File: src/rtl/multiplicador_sequencial_pkg.sv
// Shared definitions for the sequential shift-and-add multiplier:
// datapath width, number of add/shift cycles and controller state encoding.
package multiplicador_sequencial_pkg;

  localparam int LARGURA = 8;
  localparam int CICLOS  = 8;

  // Counter value on the last add/shift cycle.
  localparam logic [2:0] ULTIMO = 3'(CICLOS - 1);

  // Encoding 2'd3 is unused; the next-state logic sends it back to OCIOSO.
  typedef enum logic [1:0] {
    OCIOSO = 2'd0,
    SOMA   = 2'd1,
    FIM    = 2'd2
  } estado_t;

endpackage

File: src/rtl/somador_e_subtrator.sv
// 8-bit ripple-carry adder/subtractor from the ALU; s[8] is the carry-out
// (for subtraction it is the inverted borrow).
module somador_e_subtrator
  import multiplicador_sequencial_pkg::*;
(
  input  logic [LARGURA-1:0] a,
  input  logic [LARGURA-1:0] b,
  input  logic               sub,
  output logic [LARGURA:0]   s
);

  always_comb begin
    logic               carry;
    logic [LARGURA-1:0] bx;
    bx    = b ^ {LARGURA{sub}};
    carry = sub;
    s     = '0;
    for (int i = 0; i < LARGURA; i++) begin
      s[i]  = a[i] ^ bx[i] ^ carry;
      carry = (a[i] & bx[i]) | (carry & (a[i] ^ bx[i]));
    end
    s[LARGURA] = carry;
  end

endmodule

File: src/rtl/multiplicador_sequencial.sv
// Unsigned 8x8 shift-and-add multiplier that reuses the ALU ripple adder for
// eight cycles. Handshake: inicio is accepted only while ocupado=0; pronto is a
// one-cycle pulse, and p is valid from that cycle until the next completion.
module multiplicador_sequencial
  import multiplicador_sequencial_pkg::*;
(
  input  logic                 clk,
  input  logic                 rst_n,
  input  logic                 inicio,
  input  logic [LARGURA-1:0]   a,
  input  logic [LARGURA-1:0]   b,
  output logic                 ocupado,
  output logic                 pronto,
  output logic [2*LARGURA-1:0] p
);

  estado_t            estado;
  estado_t            proximo;
  logic [LARGURA-1:0] mcand;
  logic [LARGURA-1:0] mq;
  // The carry bit of the accumulator is always zero after the shift, so only
  // the low 8 bits of the partial product are kept.
  logic [LARGURA-1:0] acc;
  logic [2:0]         cnt;
  logic [LARGURA-1:0] parcela;
  logic [LARGURA:0]   s;

  assign parcela = mq[0] ? mcand : '0;

  somador_e_subtrator u_somador (
    .a   (acc),
    .b   (parcela),
    .sub (1'b0),
    .s   (s)
  );

  always_ff @(posedge clk or negedge rst_n) begin
    if (!rst_n) begin
      estado <= OCIOSO;
    end else begin
      estado <= proximo;
    end
  end

  always_comb begin
    proximo = OCIOSO;
    case (estado)
      OCIOSO:  proximo = inicio ? SOMA : OCIOSO;
      SOMA:    proximo = (cnt == ULTIMO) ? FIM : SOMA;
      FIM:     proximo = OCIOSO;
      default: proximo = OCIOSO;
    endcase
  end

  always_comb begin
    ocupado = (estado != OCIOSO);
    pronto  = (estado == FIM);
  end

  // Each SOMA edge shifts the 17-bit {sum, mq} right by one; the final edge
  // also publishes the full product.
  always_ff @(posedge clk or negedge rst_n) begin
    if (!rst_n) begin
      mcand <= '0;
      mq    <= '0;
      acc   <= '0;
      cnt   <= '0;
      p     <= '0;
    end else begin
      case (estado)
        OCIOSO: begin
          if (inicio) begin
            mcand <= a;
            mq    <= b;
            acc   <= '0;
            cnt   <= '0;
          end
        end
        SOMA: begin
          acc <= s[LARGURA:1];
          mq  <= {s[0], mq[LARGURA-1:1]};
          cnt <= cnt + 3'd1;
          if (cnt == ULTIMO) begin
            p <= {s, mq[LARGURA-1:1]};
          end
        end
        default: begin
        end
      endcase
    end
  end

endmodule

File: config.mk
export PLATFORM = sky130hd
export DESIGN_NAME = multiplicador_sequencial
export DESIGN_NICKNAME = d
export VERILOG_FILES = /design/src/rtl/multiplicador_sequencial_pkg.sv /design/src/rtl/somador_e_subtrator.sv /design/src/rtl/multiplicador_sequencial.sv
export SDC_FILE = /design/constraint.sdc
export NUM_CORES = 1
export LEC_CHECK = 0
export BUFFER_PORTS_ARGS = -buffer_cell sky130_fd_sc_hd__buf_2
export CAP_MARGIN = 20
export CORE_MARGIN = 5
export CORE_UTILIZATION = 48
export CTS_CLUSTER_DIAMETER = 80
export CTS_CLUSTER_SIZE = 28
export DETAILED_ROUTE_END_ITERATION = 12
export PLACE_DENSITY_LB_ADDON = 0.15
export RECOVER_POWER = 50
export SKIP_LAST_GASP = 1
export SYNTH_ARGS = -nofsm -noshare
export SYNTH_HDL_FRONTEND = slang
export SYNTH_SLANG_ARGS = --single-unit
File: constraint.sdc
create_clock -name clk -period 3.3 [get_ports clk]
set_input_delay 0.33 -clock clk [delete_from_list [all_inputs] [get_ports clk]]
set_output_delay 0.33 -clock clk [all_outputs]
set_load 0.01 [all_outputs]
; ---- Word level (Yosys, flattened, before mapping)
; Cells that the tools add are included.
; Widths: inputs -> output; s select.
[op_classes]
mux = 10
eq_ne = 4
add_sub_neg = 1
bitwise_logic = 37
n_reduce_logical = 6
[op_table]
columns = op, n
row1 = $pmux 8 s2, 2
row2 = $mux 8, 3
row3 = $and 1x1->1, 15
row4 = $xor 1x1->1, 15
row5 = $or 1x1->1, 7
row6 = $pmux 3 s2, 1
row7 = $reduce_and 2->1, 3
row8 = $pmux 2 s2, 1
row9 = $reduce_bool 2->1, 2
row10 = $add 3x1->3 const B, 1
row11 = $eq 3x3->1 const B, 1
row12 = $mux 3, 1
row13 = $eq 2x1->1 const B, 1
row14 = $eq 2x2->1 const B, 1
row15 = $logic_not 2->1, 1
row16 = $mux 2, 1
row17 = $ne 2x2->1 const B, 1
row18 = $mux 1, 1
[word_totals]
regBits = 45
elab_cells = 64
input_bits = 19

; ---- Logic depth before layout (Yosys ltp)
; Gate-level depths: netlist of run 1.
[logic_depth]
ltp_word = 17
ltp_mapped = 13
ltp_nobuf = 13

; ---- Hierarchy
; Synthesis of run 1 repeated with hierarchy kept, for this count alone.
[unflattened]
hier_cells = 156
area_unflattened_um2 = 2195.9
[modules_own_cells]
columns = module, cells_each, area_per_inst_um2, n_inst, seq_area_each_um2
row1 = multiplicador_sequencial, 127, 1918.1, 1, 1126.1
row2 = somador_e_subtrator, 29, 277.8, 1, 0.0

; ---- Least setup slack after synthesis of run 1
; OpenSTA, ideal clock, no wires.
[synth_timing]
path_type = flip-flop to flip-flop
from = register mq[0]
to = register p[14]
path_stages_with_launch = 14
required_time_ns = 3.217
t_arrival_ns = 3.037
slack_ns = 0.180
period_less_slack_ns = 3.120
setup_ns = 0.083
path_buffers = 0
cell_sequence = dfrtp_1 and2_1 ha_1 inv_1 fa_1 fa_1 fa_1 inv_1 fa_1 fa_1 fa_1 inv_1 fa_1 o21ai_0
[synth_via]
elab_chain_len = 15
elab_cells_between_ends = 28
classes_between = 1 x mux / 27 x bitwise
[synth_lines]
columns = item, line_no
row1 = "start, declared", multiplicador_sequencial.sv:20  ; logic [LARGURA-1:0] mq;
row2 = "start signal, assigned", multiplicador_sequencial.sv:81  ; mq <= {s[0], mq[LARGURA-1:1]};
row3 = $mux 8 *, multiplicador_sequencial.sv:28  ; assign parcela = mq[0] ? mcand : '0;
row4 = $and 1x1->1 or $xor 1x1->1 (tied branches), somador_e_subtrator.sv:20  ; carry = (a[i] & bx[i]) | (carry & (a[i] ^ bx[i]));
row5 = $and 1x1->1, somador_e_subtrator.sv:20
row6 = $or 1x1->1, somador_e_subtrator.sv:20
row7 = $and 1x1->1, somador_e_subtrator.sv:20
row8 = $or 1x1->1, somador_e_subtrator.sv:20
row9 = $and 1x1->1, somador_e_subtrator.sv:20
row10 = $or 1x1->1, somador_e_subtrator.sv:20
row11 = $and 1x1->1, somador_e_subtrator.sv:20
row12 = $or 1x1->1, somador_e_subtrator.sv:20
row13 = $and 1x1->1, somador_e_subtrator.sv:20
row14 = $or 1x1->1, somador_e_subtrator.sv:20
row15 = $and 1x1->1, somador_e_subtrator.sv:20
row16 = $or 1x1->1, somador_e_subtrator.sv:20
row17 = $xor 1x1->1 *, somador_e_subtrator.sv:19  ; s[i] = a[i] ^ bx[i] ^ carry;
row18 = "end signal, assigned", multiplicador_sequencial.sv:84  ; p <= {s, mq[LARGURA-1:1]};
row19 = "end, declared", multiplicador_sequencial.sv:14  ; output logic [2*LARGURA-1:0] p
; Every way passes the cells marked *; elsewhere a longest branch is shown, timed or not.
; A chain may end at the register's enable or synchronous reset.

; ---- Final worst setup path of run 1
[layout_timing]
from = register mq[0]
to = register acc[6]
[layout_via]
elab_chain_len = 16
elab_cells_between_ends = 29
classes_between = 2 x mux / 27 x bitwise
[layout_lines]
columns = item, line_no
row1 = $mux 8 *, multiplicador_sequencial.sv:28
row2 = $and 1x1->1 or $xor 1x1->1 (tied branches), somador_e_subtrator.sv:20
row3 = $and 1x1->1, somador_e_subtrator.sv:20
row4 = $or 1x1->1, somador_e_subtrator.sv:20
row5 = $and 1x1->1, somador_e_subtrator.sv:20
row6 = $or 1x1->1, somador_e_subtrator.sv:20
row7 = $and 1x1->1, somador_e_subtrator.sv:20
row8 = $or 1x1->1, somador_e_subtrator.sv:20
row9 = $and 1x1->1, somador_e_subtrator.sv:20
row10 = $or 1x1->1, somador_e_subtrator.sv:20
row11 = $and 1x1->1, somador_e_subtrator.sv:20
row12 = $or 1x1->1, somador_e_subtrator.sv:20
row13 = $and 1x1->1, somador_e_subtrator.sv:20
row14 = $or 1x1->1, somador_e_subtrator.sv:20
row15 = $xor 1x1->1 *, somador_e_subtrator.sv:19
row16 = $pmux 8 s2 *, multiplicador_sequencial.sv:70  ; case (estado)
row17 = "end signal, assigned", multiplicador_sequencial.sv:80  ; acc <= s[LARGURA:1];
row18 = "end, declared", multiplicador_sequencial.sv:23  ; logic [LARGURA-1:0] acc;
; Marks and branches as above.

==> results of run 1 <==
[stage by stage]
step	hold WS, ps	TNS [ps]	util (%)	power [mW]
after floorplan	34.4	0	-	1.68
after global placement	463	0	55.5	1.98
after detailed placement	467	0	55.5	2.04
after CTS	231	0	58.1	2.41
after global routing	257	-12.8	58.5	2.63
final	266	0	58.5	2.42
[worst max path at each step]
stage                        start     end  slack [ps]  cells after the start
after floorplan              mq[0]   p[14]         180                     13
after global placement    mcand[0]  acc[6]         190                     13
after detailed placement  mcand[0]  acc[6]          90                     13
after CTS                 mcand[0]  acc[6]          70                     13
after global routing         mq[0]  acc[6]         -10                     13
final                        mq[0]  acc[6]         150                     13
[sequential cells by signal, indices dropped and copies added, names as in the netlist]
name,flops
mq,8
acc,8
mcand,8
estado,2
cnt,3
p,16
[placed cells by master, fill, tap and decap left out, types with 2 or more instances in the layout]
master,synthesis,final
o21ai_1,0,2
clkbuf_8,0,7
dfrtp_1,45,45
fa_2,0,5
o22ai_1,7,7
buf_4,0,2
and2_1,5,4
o32ai_1,8,8
nor2_1,8,8
inv_1,10,9
o21ai_0,11,9
ha_1,3,3
mux2_2,10,10
buf_2,3,27
mux2_1,9,9
fa_1,7,2
nand2_1,15,15
nand2b_1,2,2
clkbuf_1,4,10
a22o_1,5,5
or2_2,2,2
[cell usage after synthesis, drive strengths merged]
| master | count |
|---|---|
| dfrtp | 45 |
| mux2 | 19 |
| nand2 | 15 |
| o21ai | 11 |
| inv | 10 |
| nor2 | 9 |
| o32ai | 8 |
| fa | 7 |
| o22ai | 7 |
| a22o | 5 |
| and2 | 5 |
| clkbuf | 4 |
| buf | 3 |
| ha | 3 |
| nand2b | 2 |
| or2 | 2 |
| a21oi | 1 |
| and2b | 1 |
| clkinv | 1 |
| mux2i | 1 |
| nand3b | 1 |
| o21bai | 1 |
[routing by layer]
layer / wire length, µm / vias to the layer above / global-route usage [%]
li1: - / 636 / -
met1: 1770 / 685 / 20.3
met2: 2040 / 26 / 25.4
met3: 155 / 5 / 3.38
met4: 42 / 0 / 5.73
met5: 0 / - / 0
[critical path: stages (launching register included)]
cell and delay, ps:
dfrtp_1 360, and2_4 140, ha_1 130, inv_1 50, fa_2 340, fa_2 340
fa_1 360, inv_1 80, fa_2 210, fa_2 200, fa_2 190, inv_2 40
fa_1 520, o21ai_1 70
[kinds of logic after synthesis]
group / share of synthesized area [%]
buf+inv: 3.58
mux: 11.2
flops: 56.5
simple gates: 8.47
fa+ha+maj: 8.91
compound gates: 11.3
[power by group through the flow]
stage | registers, mW | clock network, mW | logic (mW)
final | 1.01 | 0.364 | 1.04
after global routing | 1.05 | 0.394 | 1.19
after CTS | 1.01 | 0.375 | 1.02
after detailed placement | 1.02 | 0 | 1.02
after global placement | 1.01 | 0 | 0.976
after floorplan | 1.02 | 0 | 0.661
[what timing repair did]
item,CTS,global route
resized for setup,0,9
hold buffers,0,1
hold endpoints to repair,0,3
endpoints found under the setup margin,0,2
[layout make-up]
type                    count  area share [%]
clock buffers               7            4.12
inverters                  11            1.76
repair buffers             40            8.45
flip-flops and latches     45            48.1
clock inverters             1           0.214
multi-input cells          98            34.7
well taps                  50            2.67
==> impl_metrics.py, run 1 <==
metrics = {
    "finish": {
        "nets": 230,
        "multi_input_area_um2": 811,
        "design_area_um2": 2340,
        "drive_above_1_share_pct": 28.2,
        "fillCellCount": 344,
        "regArea_um2": 1130,
        "stdcell_count": 252,
        "syn2layout_area_growth_pct": 17.4,
        "diodes": 0,
    },
    "die": {
        "dieArea_um2": 5540,
        "core.rowCount": 23,
        "num_io_pins": 37,
        "start_util_pct": 49.8,
        "die-height_um": 74.4,
        "die_w_um": 74.4,
        "core_area_um2": 4000,
    },
    "critical_path": {
        "r2r_slack_ps": 150,
        "r2r_start": "mq[0]",
        "setup.worst_path.end_class": "flip-flop",
        "cp_max_fo": 2,
        "cp_data_arrival_time_ps": 3310,
        "r2r_end": "acc[6]",
        "start_kind": "flip-flop",
        "cp.required_ps": 3460,
        "critical_path_class": "flip-flop to flip-flop",
        "rr_worst_depth": 13,
    },
    "cts": {
        "htree_levels": 2,
        "clk_latency_ps": 290,
        "cts_buffer_depth": 2,
        "cts_buffers": 5,
        "cts_root_buffer": "clkbuf_8",
        "clk_pin_slew_ps": 80,
        "cts_setup_buffers": 0,
        "cts_tree": "built",
        "clock_sinks": 45,
    },
    "grt": {
        "antenna_found_initial": 0,
        "globalRouteTotalUtil_pct": 15.5,
        "grt_pass1_wl_um": 6470,
        "overflow": 0,
        "grt_max_degree": 46,
        "grt_pass1_vias": 1376,
    },
    "route": {
        "via_per_inst": 5.37,
        "drtPass1Iterations": 4,
        "vias": 1352,
        "wirelength_um": 4010,
        "ant_nets": 0,
        "wl_per_cell_um": 15.9,
        "dr.first_iter.drc_count": 55,
        "drc": 0,
    },
    "status": {
        "outcome": "complete, but fails checks",
        "violations": "capacitance limit, slew limit",
    },
    "synthesis": {
        "synth_area_leaders": "dfrtp_1 56%, fa_1 7.0%, mux2_2 5.6%",
        "yosys_warnings": 0,
        "yosysTopAreaCellShare_pct": 56.5,
        "seq_area_frac_synth_pct": 56.5,
        "synth_area_leader_cell": "dfrtp_1",
        "syn_area_um2": 1990,
        "synth-seq-cells": 45,
        "synth_nets": 190,
        "ys_types": 24,
        "syn_avg_cell_area_um2": 12.4,
        "synth_cells": 161,
    },
    "place": {
        "dp_hpwl_um": 2840,
        "placed_cells": 242,
        "place.gp.congestion": 0.791,
        "post_dp_cell_area_um2": 2220,
        "io_buffers": 36,
        "dp_slack_ps": 92.8,
    },
    "timing": {
        "drv_slew": 43,
        "finalHoldViolations": 0,
        "slew_headroom_pct": -46.6,
        "finalSetupViolations": 0,
        "fmax_mhz": 317,
        "worstMarginPinSlew_ps": 2200,
        "min_period_over_period_pct": 95.5,
        "finalClockSkew_ps": 3.67,
        "finalCriticalPeriod_ps": 3150,
        "setup_slack_ps": 149,
    },
    "power": {
        "p_seq_share_pct": 42.0,
        "switching_share_pct": 36.9,
        "p_comb_share_pct": 43.0,
        "intPower_mw": 1.52,
        "p_switching_mw": 0.890,
        "p_leak_nw": 1.05,
        "ir_worst_vdd_v": 0.000507,
        "powerDensity_nw_per_um2": 1030,
        "clkPwrFrac_pct": 15.1,
    },
    "min_path": {
        "hp-class": "input port to flip-flop",
        "whs_path_depth": 2,
        "whs_endpoint": "mcand[4]",
        "hp-start": "a[4]",
    },
    "flow_run": {
        "cap_violations": 1,
    },
}
Power figures use the tool's default switching activity.
==> inputs of run 2 (changes only) <==
- clock period: 3.3 -> 3.5 ns (I/O delays scaled with it)
==> run 2 against run 1 <==
  * The run now ends clean
  * Clock power is 3% lower
  * Combinational power is 12% lower
  * Critical path depth stayed put
  * Cell count is 0.40% lower
  * Total power is 7.5% lower
  * Non-clock buffer count is 1 lower
  * Count of clock-buffer cells in the layout stayed put
  * Register-to-register slack better by 70 ps
  * Worst hold slack better by 16 ps
  * Core utilization is 0.53 points lower
  * First-iteration DRC count is 5.5% higher
  * Clock skew is 3.7 ps higher
  * Critical path type unchanged
  * Largest power group is now sequential cells
  * Highest routed layer unchanged
==> impl_metrics.py, run 2 (same netlist as run 1, synthesis figures left out) <==
metrics = {
    "timing": {
        "min_period_over_period_pct": 93.8,
        "finalCriticalPeriod_ps": 3280,
        "finalHoldViolations": 0,
        "rsz0062_at_grt": "no",
        "setup_slack_ps": 216,
        "worstMarginPinSlew_ps": 1480,
        "finalSetupViolations": 0,
        "fmax_mhz": 305,
        "drv_slew": 0,
        "setup_tns_ps": 0,
        "finalClockSkew_ps": 7.35,
        "slew_headroom_pct": 1.34,
    },
    "finish": {
        "regArea_um2": 1130,
        "final_cell_mix": "44 x dfrtp_1, 27 x buf_2, 15 x nand2_1",
        "largest_reg_flops": 16,
        "diodes": 0,
        "multi_input_area_um2": 796,
        "fillCellCount": 364,
        "nets": 229,
        "top_register": "p",
        "syn2layout_area_growth_pct": 16.3,
        "final_common_cell": "dfrtp_1",
        "design_area_um2": 2320,
        "drive_above_1_share_pct": 24.9,
    },
    "status": {
        "outcome": "finished clean",
    },
    "min_path": {
        "hp-start": "a[5]",
        "hp-class": "input port to flip-flop",
        "whs_path_depth": 2,
        "whs_endpoint": "mcand[5]",
    },
    "power": {
        "ir_worst_vdd_v": 0.000451,
        "p_comb_share_pct": 41.1,
        "switching_share_pct": 37.2,
        "p_seq_share_pct": 43.2,
        "powerDensity_nw_per_um2": 963,
        "intPower_mw": 1.40,
        "p_switching_mw": 0.830,
        "p_leak_nw": 1.05,
        "clkPwrFrac_pct": 15.8,
    },
    "place": {
        "dp_slack_ps": 172,
        "post_dp_cell_area_um2": 2210,
        "place.gp.congestion": 0.745,
        "io_buffers": 36,
        "dp_hpwl_um": 2880,
    },
    "critical_path": {
        "cp_data_arrival_time_ps": 3490,
        "cp_max_fo": 9,
        "start_kind": "flip-flop",
        "cpPeakStageDelay_ps": 460,
        "cp_top_family": "adder cells",
        "rr_worst_depth": 13,
        "critical_path_class": "flip-flop to flip-flop",
        "r2r_end": "acc[6]",
        "r2r_slack_ps": 220,
        "cp.required_ps": 3710,
        "critPathSlowestCell": "dfrtp_2",
        "critPathBufInv": 3,
        "cp_cell_sequence": "and2_1 > ha_1 > inv_1 > fa_1 > fa_1 > fa_1 > inv_1 > fa_1 > fa_1 > fa_1 > inv_1 > fa_1 > o21ai_1",
        "setup.worst_path.end_class": "flip-flop",
        "r2r_start": "mq[0]",
        "crit_top_cell": "fa_1",
    },
    "cts": {
        "clock_sinks": 45,
        "cts_buffer_depth": 2,
        "cts_buffers": 5,
        "clk_pin_slew_ps": 80,
        "cts_root_buffer": "clkbuf_8",
        "cts_setup_buffers": 0,
        "cts_tree": "built",
        "htree_levels": 2,
        "clk_latency_ps": 300,
    },
    "grt": {
        "grt_pass1_wl_um": 6540,
        "overflow": 0,
        "globalRouteTotalUtil_pct": 16.0,
        "grt_pass1_vias": 1298,
        "antenna_found_initial": 0,
        "grt_max_degree": 46,
    },
    "die": {
        "core_area_um2": 4000,
        "core.rowCount": 23,
        "die_w_um": 74.4,
        "num_io_pins": 37,
        "dieArea_um2": 5540,
        "start_util_pct": 49.8,
        "die-height_um": 74.4,
    },
    "route": {
        "drtPass1Iterations": 4,
        "via_per_inst": 5.37,
        "wirelength_um": 4020,
        "drc": 0,
        "ant_nets": 0,
        "dr.first_iter.drc_count": 58,
        "wl_per_cell_um": 16.0,
        "vias": 1348,
    },
    "flow_run": {
        "cap_violations": 0,
    },
}
-- run 2: cell count changes in the layout (fill, tap and decap cells not counted) --
cell and delta:
inv_2 -1, and2_4 -1, inv_1 +1, o21ai_1 -1
buf_4 -1, and2_0 +1, dfrtp_1 -1, o21ai_0 +1
fa_2 -5, fa_1 +5, dfrtp_2 +1
-- run 2: repair_timing --
action	4_1_cts	5_1_grt
endpoints found under the setup margin	0	2
hold endpoints to repair	0	6
gates resized for setup	0	2
hold buffers	0	1
-- run 2: worst max path at each step --
stage                     start     end  slack [ps]  cells after the start
after detailed placement  mq[0]  acc[6]         170                     13
after CTS                 mq[0]  acc[6]         120                     13
after global placement    mq[0]  acc[6]         290                     13
after floorplan           mq[0]   p[14]         380                     13
after global routing      mq[0]   p[14]          40                     13
final                     mq[0]  acc[6]         220                     13
-- run 2: power by group through the flow --
stage / logic, mW / clock network, mW / registers, mW
4_1_cts: 0.946 / 0.360 / 0.964
5_1_grt: 1.03 / 0.385 / 1.01
2_1_floorplan: 0.623 / 0 / 0.963
3_3_place_gp: 0.903 / 0 / 0.961
3_5_place_dp: 0.946 / 0 / 0.974
6_report: 0.917 / 0.352 / 0.965
-- run 2: metal layers --
| metal | GRT usage [%] | up-vias | routed length, µm |
|---|---|---|---|
| li1 | - | 637 | - |
| met1 | 21.7 | 679 | 1820 |
| met2 | 24.6 | 28 | 1970 |
| met3 | 4.19 | 4 | 192 |
| met4 | 6.52 | 0 | 40 |
| met5 | 0 | - | 0 |
-- run 2: final cells by class --
type / instances / share of cell area (%)
sequential: 45 / 48.6
multi-input combinational: 98 / 34.3
timing repair buffer: 39 / 8.20
clock buffer: 7 / 4.16
tap: 50 / 2.70
inverter: 11 / 1.78
clock inverter: 1 / 0.216
-- run 2: per-stage QoR --
stage / total power [mW] / hold slack (ps) / utilization (%) / cells
2_1_floorplan: 1.59 / 54.4 / - / 161
3_3_place_gp: 1.86 / 462 / 55.3 / 241
3_5_place_dp: 1.92 / 470 / 55.3 / 241
4_1_cts: 2.27 / 243 / 57.9 / 249
5_1_grt: 2.42 / 264 / 58.0 / 251
6_report: 2.23 / 282 / 58.0 / 251
-- run 2: worst reg2reg max path: stages, from the launching register on --
cell	delay (ps)
dfrtp_2	460
and2_1	160
ha_1	170
inv_1	60
fa_1	180
fa_1	180
fa_1	170
inv_1	50
fa_1	370
fa_1	380
fa_1	360
inv_1	80
fa_1	420
o21ai_1	160
